--- src/rtl/sqrt_job_arbiter.sv ---
// sqrt_job_arbiter: shares one iterative square-root control unit/datapath
// among NREQ requesters. Requesters are picked round-robin and served one
// job at a time. The operand is latched into dp_x, and dp_start is held
// until pronto. The root is returned with a one-cycle ack. A job that never
// completes is aborted after TIMEOUT run cycles and reported with err.
module sqrt_job_arbiter #(
  parameter int NREQ    = 4,
  parameter int W       = 8,
  parameter int TIMEOUT = 64
) (
  input  logic              clk,
  input  logic              rst,
  input  logic [NREQ-1:0]   req_i,
  input  logic [NREQ*W-1:0] req_x_i,
  output logic [NREQ-1:0]   ack_o,
  output logic [W/2-1:0]    res_o,
  output logic              err_o,
  output logic              busy_o,
  output logic              dp_start_o,
  output logic [W-1:0]      dp_x_o,
  input  logic              dp_pronto_i,
  input  logic [W/2-1:0]    dp_res_i
);

  localparam int RW = W / 2;
  localparam int PW = (NREQ > 1) ? $clog2(NREQ) : 1;
  localparam int TW = (TIMEOUT > 1) ? $clog2(TIMEOUT) : 1;

  typedef enum logic [1:0] {
    S_IDLE  = 2'd0,
    S_RUN   = 2'd1,
    S_DONE  = 2'd2,
    S_ABORT = 2'd3
  } state_t;

  state_t          state_q;
  logic [PW-1:0]   ptr_q;
  logic [PW-1:0]   gid_q;
  logic [TW-1:0]   timer_q;
  logic [W-1:0]    dp_x_q;
  logic [NREQ-1:0] ack_q;
  logic [RW-1:0]   res_q;
  logic            err_q;
  logic            busy_q;
  logic            dp_start_q;

  // Candidate requester for each search position, starting just after ptr.
  logic [PW-1:0]   cand_idx [NREQ];
  // One-hot decode of the granted requester, used to build the ack pulse.
  logic [NREQ-1:0] gid_onehot;

  logic            win_valid_d;
  logic [PW-1:0]   win_idx_d;

  genvar gi;
  generate
    for (gi = 0; gi < NREQ; gi++) begin : g_cand
      logic [PW:0] sum;
      assign sum = {1'b0, ptr_q} + (PW+1)'(gi + 1);
      assign cand_idx[gi] = (sum >= (PW+1)'(NREQ)) ? PW'(sum - (PW+1)'(NREQ))
                                                   : sum[PW-1:0];
      assign gid_onehot[gi] = (gid_q == PW'(gi));
    end
  endgenerate

  // Round-robin search: the first requesting candidate after ptr wins.
  always_comb begin
    win_valid_d = 1'b0;
    win_idx_d   = '0;
    for (int k = 0; k < NREQ; k++) begin
      if (!win_valid_d && req_i[cand_idx[k]]) begin
        win_valid_d = 1'b1;
        win_idx_d   = cand_idx[k];
      end
    end
  end

  // Job FSM with every output registered. ack/res/err default to zero, so
  // they pulse for exactly the DONE/ABORT cycle.
  always_ff @(posedge clk) begin
    if (rst) begin
      state_q    <= S_IDLE;
      ptr_q      <= PW'(NREQ - 1);
      gid_q      <= '0;
      timer_q    <= '0;
      dp_x_q     <= '0;
      ack_q      <= '0;
      res_q      <= '0;
      err_q      <= 1'b0;
      busy_q     <= 1'b0;
      dp_start_q <= 1'b0;
    end else begin
      ack_q <= '0;
      res_q <= '0;
      err_q <= 1'b0;
      case (state_q)
        S_IDLE: begin
          if (win_valid_d) begin
            gid_q      <= win_idx_d;
            ptr_q      <= win_idx_d;
            dp_x_q     <= req_x_i[win_idx_d*W +: W];
            timer_q    <= '0;
            dp_start_q <= 1'b1;
            busy_q     <= 1'b1;
            state_q    <= S_RUN;
          end
        end
        S_RUN: begin
          timer_q <= timer_q + TW'(1);
          // Pronto takes priority over the watchdog in the final cycle.
          if (dp_pronto_i) begin
            res_q      <= dp_res_i;
            ack_q      <= gid_onehot;
            dp_start_q <= 1'b0;
            state_q    <= S_DONE;
          end else if (timer_q == TW'(TIMEOUT - 1)) begin
            ack_q      <= gid_onehot;
            err_q      <= 1'b1;
            dp_start_q <= 1'b0;
            state_q    <= S_ABORT;
          end
        end
        S_DONE, S_ABORT: begin
          // dp_start is low for this cycle, so the control unit returns to idle.
          busy_q  <= 1'b0;
          state_q <= S_IDLE;
        end
        default: begin
          busy_q     <= 1'b0;
          dp_start_q <= 1'b0;
          state_q    <= S_IDLE;
        end
      endcase
    end
  end

  assign ack_o      = ack_q;
  assign res_o      = res_q;
  assign err_o      = err_q;
  assign busy_o     = busy_q;
  assign dp_start_o = dp_start_q;
  assign dp_x_o     = dp_x_q;

endmodule

--- config.mk ---
export PLATFORM = sky130hd
export DESIGN_NAME = sqrt_job_arbiter
export DESIGN_NICKNAME = d
export VERILOG_FILES = /design/src/rtl/sqrt_job_arbiter.sv
export SDC_FILE = /design/constraint.sdc
export NUM_CORES = 1
export LEC_CHECK = 0
export ABC_AREA = 1
export CAP_MARGIN = 0
export CORE_AREA = 5 5 84 55
export DETAILED_ROUTE_END_ITERATION = 10
export DIE_AREA = 0 0 89 60
export HOLD_SLACK_MARGIN = 0.03
export PLACE_DENSITY = 0.86
export SETUP_SLACK_MARGIN = 0.05
export SYNTH_ARGS = -nofsm -noshare
export SYNTH_HDL_FRONTEND = slang
export SYNTH_SLANG_ARGS = --single-unit
--- constraint.sdc ---
create_clock -name clk -period 4.52 [get_ports clk]
set_clock_uncertainty 0.1 [all_clocks]
set_input_delay 0.678 -clock clk [delete_from_list [all_inputs] [get_ports clk]]
set_output_delay 0.678 -clock clk [all_outputs]
set_load 0.03 [all_outputs]
==> summary.md, run 1 <==
| Metric | Value |
|---|---|
| Number of endpoints failing setup at the final stage | `0` |
| Die outline area | `between 5000 and 6000 um2` |
| Critical-path cell with the highest stage delay | `sky130_fd_sc_hd__clkdlybuf4s50_1` |
| Net switching share of the total power | `0.485` |
| Maximum operating frequency | `between 300 and 400 MHz` |
| Endpoints failing hold | `0` |
| Outcome | `completed` |
| Initial standard-cell utilization of the core | `0.464` |
| Number of storage elements in the synthesis netlist | `31` |
| Pre-CTS setup slack | `about 1.8 ns` |
| Core region area | `approximately 3900 um2` |
| Count of antenna diodes in the layout | `0` |
| Setup Crit Path Kind | `primary input to flip-flop` |
| Count of buffers from port buffering | `slightly above 60` |
| Post-detailed-route via-to-cell ratio | `around 5` |
| Commonest non-fill, non-tap cells in the layout | `sky130_fd_sc_hd__nand2_1, sky130_fd_sc_hd__clkdlybuf4s50_1, sky130_fd_sc_hd__inv_1` |
| Non-filler instance count after layout | `a little under 400` |
| Cell at the root of the clock tree | `sky130_fd_sc_hd__clkbuf_8` |
| Placer Congestion | `about 0.9` |
| Portion of total power attributed to sequential cells | `0.242` |
| Total number of vias | `1977` |
| Number of instances in the synthesized netlist | `between 200 and 300` |
| Fraction of final layout cells with drive strength greater than 1 | `0.0951` |
| Number of gates given a new drive strength after cts | `0` |
| Fill cells | `about 330` |
| WP depth | `14` |
| Critical path capture point type | `flip-flop` |
| Internal power component | `about 860 uW` |
| Worst min-delay path startpoint | `busy_o` |
| Cell Count Post-Placement | `between 300 and 400` |
| Nets in the synthesized netlist | `330` |
| Aggregate negative setup slack | `0 ns` |
| Setup repair after global routing missed its margin | `false` |
| Count of antenna-violating nets left after detailed routing | `0` |
| Initial detailed-routing violation count | `about 150` |
| Classification of the worst-slack hold path | `flip-flop to flip-flop` |
| Reported net switching power | `812 uW` |
| Setup slack of the critical path after layout | `about 2 ns` |
| Final period util | `0.556` |
| Number of warnings printed during yosys synthesis | `0` |
| Count of unresolved DRC violations after routing | `0` |
| Startpoint types | `primary input` |
| Clock insertion delay at the later pin of the skew report | `about 0.28 ns` |
| Number of cells on the worst hold path | `2` |
| Buffering stage count on the worst path with inverters included | `3` |
| Depth of the worst register-to-register path | `13` |
| Overall fraction of global-route tracks in use | `0.195` |
| CP Launch Point | `req_i[0]` |
| Shortest period the worst path allows | `~2.5 ns` |
| CP max stage delay | `~0.51 ns` |
| Design Power | `1670 uW` |
| Max transition margin | `0.704` |
| Required time of the critical path | `between 4 and 5 ns` |
| Horiz. Die Dim | `~89 um` |
| Clock-pin slew on the worst setup and hold paths | `~0.07 ns` |
| First-pass GRT wire length | `8020 um` |
| TritonCTS clock tree | `built` |
| Maximum level of the CTS H-tree | `2` |
| Distinct cells, synth | `24` |
| Area Overhead vs Synth | `40.8%` |
| Clk pwr share | `0.167` |
| Arrival time reported for the critical path endpoint | `roughly 2.6 ns` |
| Combinational cell fraction of total power | `0.591` |
| Number of core rows | `18` |
| Most frequent cell on the critical path | `sky130_fd_sc_hd__nand2_1` |
| Number of maximum-capacitance constraint violations | `0` |
| Number of setup buffers added after CTS | `0` |
| Worst path cell trace | `clkdlybuf4s50_1 > nand2_1 > nand2_2 > nand2_2 > nand2_4 > inv_2 > nand2_1 > nand2_1 > nand2_4 > inv_2 > nand2_1 > nand2_1 > nor2_1 > nor2_1` |
| Final nets | `roughly 400` |
| Wire length per cell after detailed routing | `between 10 and 15 um` |
| Num CTS Buffers | `5` |
| Portion of the post-synthesis area used by sequential elements | `0.347` |
| Max Slew Vio Count | `0` |
| Slew at the pin closest to its max-slew limit | `0.443 ns` |
| Maximum VDD drop | `approximately 0.00035 V` |
| Number of top-level pins | `62` |
| Synth Area per Inst | `6.25 um2` |
| DR pass1 iterations | `5` |
| Cell area after synthesis | `between 1500 and 2000 um2` |
| Critical register-to-register path startpoint | `ptr_q[0]` |
| Number of global-route vias before repair | `~1800` |
| Final routed wirelength across all metal layers | `4880 um` |
| Antenna violations before repair | `0` |
| Floorplan die height | `around 60 um` |
| Core occupancy in the finished layout | `0.654` |
| Commonest non-fill, non-tap cell in the layout | `sky130_fd_sc_hd__nand2_1` |
| Largest net degree at the start of global routing | `19` |
| Sinks on Clock Net | `31` |
| Top fanout value on the critical path | `18` |
| Cell area power density | `around 660 nW/um2` |
| DP Wirelength | `approximately 3800 um` |
| Max Root-Sink Buffers | `2` |
| CTS hold repair buffers | `0` |
| Total grt overflow | `0` |
| Top Family by Delay on Critical Path | `simple AND/OR/NAND/NOR gates` |
| Static leakage power | `about 0.0012 uW` |
## per-stage QoR
| stage | area [um2] | hold WS [ns] |
|---|---|---|
| 4_1_cts | 2520 | 0.373 |
| 6_report | 2520 | 0.372 |
| 3_5_place_dp | 2400 | 0.362 |
| 3_3_place_gp | 2400 | 0.351 |
| 2_1_floorplan | 1790 | 0.339 |
| 5_1_grt | 2520 | 0.380 |
## path summary, 6_finish.rpt
kind	endpoint	slack, ns
worst min register to register	busy_o	0.37
worst min-delay path	busy_o	0.37
worst max register to register	dp_x_o[0]	2.30
worst max-delay path	dp_x_o[0]	2.01
## power by group through the flow
stage	sequential (uW)	combinational [uW]	clock [uW]
after floorplan	463	713	0
after global placement	409	938	0
after detailed placement	408	967	0
after CTS	404	973	283
after global routing	414	1100	299
final	406	989	279
## state kept, by name, summed over array words and instances (netlist names)
| signal | flops |
|---|---|
| dp_x_o | 8 |
| busy_o | 1 |
| ack_o | 4 |
| gid_q | 2 |
| dp_start_o | 1 |
| ptr_q | 2 |
| state_q | 2 |
| err_o | 1 |
| timer_q | 6 |
| res_o | 4 |
## Yosys cell counts (all sizes together)
| cell | count | area [um2] |
|---|---|---|
| a21oi | 12 | 60.1 |
| buf | 6 | 53.8 |
| clkbuf | 2 | 7.51 |
| dfxtp | 31 | 621 |
| ha | 1 | 12.5 |
| inv | 54 | 213 |
| nand2 | 107 | 457 |
| nand3 | 39 | 200 |
| nand4 | 1 | 6.26 |
| nor2 | 21 | 91.3 |
| nor3 | 5 | 25.0 |
| nor4 | 1 | 6.26 |
| o211ai | 2 | 15.0 |
| o21ai | 4 | 20.0 |
## worst min-delay path, stage by stage (launching register included)
cell and delay [ns]:
sky130_fd_sc_hd__dfxtp_1 0.31, sky130_fd_sc_hd__nand2_1 0.06, sky130_fd_sc_hd__a21oi_1 0.05
## kinds of logic after synthesis
group,after synthesis,share of synthesized area
and+or+nand+nor,174,0.439
buffers and inverters,62,0.153
DFF,31,0.347
AOI/OAI and AO/OA,18,0.0532
adders and majority gates,1,0.00700
## layer usage
metal / track usage / routed length [um] / part of all wire
met2: 0.308 / 2080 / 0.43
met1: 0.256 / 2220 / 0.46
met5: 0 / 0 / 0
met4: 0.0446 / 35 / 0.0072
met3: 0.0716 / 538 / 0.11
## area by class of cell
class / count / area [um2] / share of cell area
well taps: 50 / 62.6 / 0.0249
repair buffers: 61 / 611 / 0.243
clock inverters: 2 / 35.0 / 0.0139
multi-input cells: 193 / 893 / 0.355
inverters: 54 / 213 / 0.0845
clock buffers: 6 / 82.6 / 0.0328
flip-flops and latches: 31 / 621 / 0.247
No activity file was read; power rests on OpenSTA's default activity.
==> inputs of run 2 (changes only) <==
- CORE_AREA: 5 5 84 55 -> 5 5 92 60
- DIE_AREA: 0 0 89 60 -> 0 0 97 65
- PLACE_DENSITY: 0.86 -> 0.76
- clock period: 4.52 -> 2 ns (I/O delays scaled with it)
==> summary.md, run 2 (synthesis gave the netlist of run 1 again) <==
| Metric | Value |
|---|---|
| Number of core rows | `20 (+2)` |
| Max transition margin | `0.694 (-0.0104)` |
| CP max stage delay | `0.44 ns (-0.07 ns)` |
| Placer Congestion | `0.881 (about the same)` |
| First-pass GRT wire length | `7800 um (-2.8%)` |
| Count of antenna diodes in the layout | `0 (unchanged)` |
| Core occupancy in the finished layout | `0.612 (-0.0415)` |
| Initial standard-cell utilization of the core | `0.378 (-0.0862)` |
| Multi-input combinational cell area | `1070 um2 (+20%)` |
| DR pass1 iterations | `4 (-1)` |
| Critical-path cell with the highest stage delay | `sky130_fd_sc_hd__dfxtp_2` |
| Required time of the critical path | `2.08 ns (-2.52 ns)` |
| Worst path cell trace | `inv_4 > nand2_1 > nand2_2 > nand2_2 > nand2_4 > inv_2 > nand2_4 > nor2_4 > nand2_8 > nand2_8 > buf_8 > nand2_1 > nand3_1 > nand3_1 > nand2_1 > inv_1` |
| Critical path capture point type | `flip-flop` |
| Initial detailed-routing violation count | `98 (-36%)` |
| Die outline area | `6310 um2 (+18%)` |
| CP Launch Point | `ptr_q[1]` |
| Sinks on Clock Net | `31 (unchanged)` |
| Commonest non-fill, non-tap cell in the layout | `sky130_fd_sc_hd__nand2_1` |
| Cell area power density | `1670 nW/um2 (+150%)` |
| Antenna violations before repair | `0 (unchanged)` |
| Final routed wirelength across all metal layers | `5190 um (+6.4%)` |
| Endpoints failing hold | `0 (unchanged)` |
| Commonest non-fill, non-tap cells in the layout | `sky130_fd_sc_hd__nand2_1, sky130_fd_sc_hd__clkdlybuf4s50_1, sky130_fd_sc_hd__inv_1` |
| Classification of the worst-slack hold path | `flip-flop to flip-flop` |
| Shortest period the worst path allows | `1.94 ns` |
| Pre-CTS setup slack | `-0.257 ns (-2.02 ns)` |
| Number of maximum-capacitance constraint violations | `0 (unchanged)` |
| Arrival time reported for the critical path endpoint | `2.01 ns (-0.58 ns)` |
| Outcome | `completed` |
| Largest net degree at the start of global routing | `19 (unchanged)` |
| Top Family by Delay on Critical Path | `simple AND/OR/NAND/NOR gates` |
| Setup repair after global routing missed its margin | `true` |
| Fraction of final layout cells with drive strength greater than 1 | `0.199 (+0.104)` |
| Horiz. Die Dim | `97 um (+9.0%)` |
| Buffering stage count on the worst path with inverters included | `4 (+1)` |
| Maximum level of the CTS H-tree | `2 (unchanged)` |
| Fill cells | `392 (+20%)` |
| Clock-pin slew on the worst setup and hold paths | `0.07 ns (about the same)` |
| Clock insertion delay at the later pin of the skew report | `0.28 ns (about the same)` |
| Max Root-Sink Buffers | `2 (unchanged)` |
| Wire length per cell after detailed routing | `12.2 um (-1.1%)` |
| Startpoint types | `flip-flop` |
| Total number of vias | `1961 (-0.81%)` |
| TritonCTS clock tree | `built` |
| Setup slack of the critical path after layout | `0.0620 ns (-1.95 ns)` |
| Maximum operating frequency | `around 520 MHz` |
| Number of global-route vias before repair | `1698 (-6.2%)` |
| Post-detailed-route via-to-cell ratio | `4.59 (-7.8%)` |
| Top fanout value on the critical path | `6 (-12)` |
| Final nets | `404 (+3.6%)` |
| Count of buffers from port buffering | `61 (unchanged)` |
| Setup Crit Path Kind | `flip-flop to flip-flop` |
| Floorplan die height | `65 um (+8.3%)` |
| Slew at the pin closest to its max-slew limit | `0.459 ns (+0.0156 ns)` |
| Number of endpoints failing setup at the final stage | `0 (unchanged)` |
| Area taken by flip-flops and latches | `626 um2 (+0.81%)` |
| Area Overhead vs Synth | `61.9%` |
| Worst min-delay path startpoint | `timer_q[3]` |
| Cell at the root of the clock tree | `sky130_fd_sc_hd__clkbuf_8` |
| Maximum VDD drop | `0.000698 V (+99%)` |
| Max Slew Vio Count | `0 (unchanged)` |
| Static leakage power | `0.00144 uW (+16%)` |
| Final period util | `0.969` |
| Count of unresolved DRC violations after routing | `0 (unchanged)` |
| CTS hold repair buffers | `0 (unchanged)` |
| Cell Count Post-Placement | `414 (+6.4%)` |
| Number of top-level pins | `62 (unchanged)` |
| Total grt overflow | `0 (unchanged)` |
| Most frequent cell on the critical path | `sky130_fd_sc_hd__nand2_1` |
| Count of antenna-violating nets left after detailed routing | `0 (unchanged)` |
| Non-filler instance count after layout | `427 (+7.6%)` |
| Core region area | `4730 um2 (+23%)` |
| Overall fraction of global-route tracks in use | `0.152 (-0.0433)` |
| Critical register-to-register path startpoint | `ptr_q[1]` |
| DP Wirelength | `3680 um (-4.0%)` |
| Num CTS Buffers | `5 (unchanged)` |
| Number of flip-flops under the largest register name | `8 (unchanged)` |
[run 2: layer usage]
layer	vias to the layer above	part of all wire	GRT usage
met5	-	0	0
met4	0	0.0056	0.0263
met3	5	0.069	0.0645
met2	72	0.43	0.217
met1	861	0.49	0.213
li1	1023	-	-
[run 2: worst reg2reg max path, cell delays in order, from the launching register on]
cell and delay, ns:
sky130_fd_sc_hd__dfxtp_2 0.44, sky130_fd_sc_hd__inv_4 0.09, sky130_fd_sc_hd__nand2_1 0.08, sky130_fd_sc_hd__nand2_2 0.07, sky130_fd_sc_hd__nand2_2 0.10, sky130_fd_sc_hd__nand2_4 0.07
sky130_fd_sc_hd__inv_2 0.07, sky130_fd_sc_hd__nand2_4 0.07, sky130_fd_sc_hd__nor2_4 0.16, sky130_fd_sc_hd__nand2_8 0.09, sky130_fd_sc_hd__nand2_8 0.11, sky130_fd_sc_hd__buf_8 0.12
sky130_fd_sc_hd__nand2_1 0.05, sky130_fd_sc_hd__nand3_1 0.06, sky130_fd_sc_hd__nand3_1 0.08, sky130_fd_sc_hd__nand2_1 0.06, sky130_fd_sc_hd__inv_1 0.03
[run 2: path summary, 6_finish.rpt]
check        slack, ns  depth (start not counted)          to
max               0.06                         16   dp_x_o[5]
max reg2reg       0.06                         16   dp_x_o[5]
min               0.36                          2  timer_q[3]
min reg2reg       0.36                          2  timer_q[3]
[run 2: final cells by class]
class	instances	share of cell area
Clock buffer	6	0.0285
Clock inverter	2	0.0121
Inverter	54	0.0752
Multi-Input combinational cell	194	0.370
Sequential cell	31	0.216
Tap cell	66	0.0285
Timing Repair Buffer	74	0.270
[run 2: what timing repair did]
action	in CTS	in global routing
pin swaps	0	18
gates resized for setup	2	49
buffers inserted	0	3
endpoints found under the setup margin	10	15
cloned	0	2
[run 2: through the flow]
step / power [uW] / TNS, ns / area, um2 / hold slack [ns]
3_5_place_dp: 3390 / -2.62 / 2520 / 0.351
3_3_place_gp: 3380 / -1.90 / 2520 / 0.347
6_report: 4830 / 0 / 2900 / 0.359
4_1_cts: 4070 / 0 / 2650 / 0.360
2_1_floorplan: 2660 / 0 / 1790 / 0.277
5_1_grt: 5200 / -0.188 / 2900 / 0.388
[run 2: power by group]
group | leakage (uW) | switching [uW] | internal (uW) | total, uW
logic | 0.00112 | 1890 | 1380 | 3260
registers | 0.000255 | 149 | 786 | 935
clock network | 0.0000612 | 232 | 403 | 635
total | 0.00144 | 2270 | 2560 | 4830
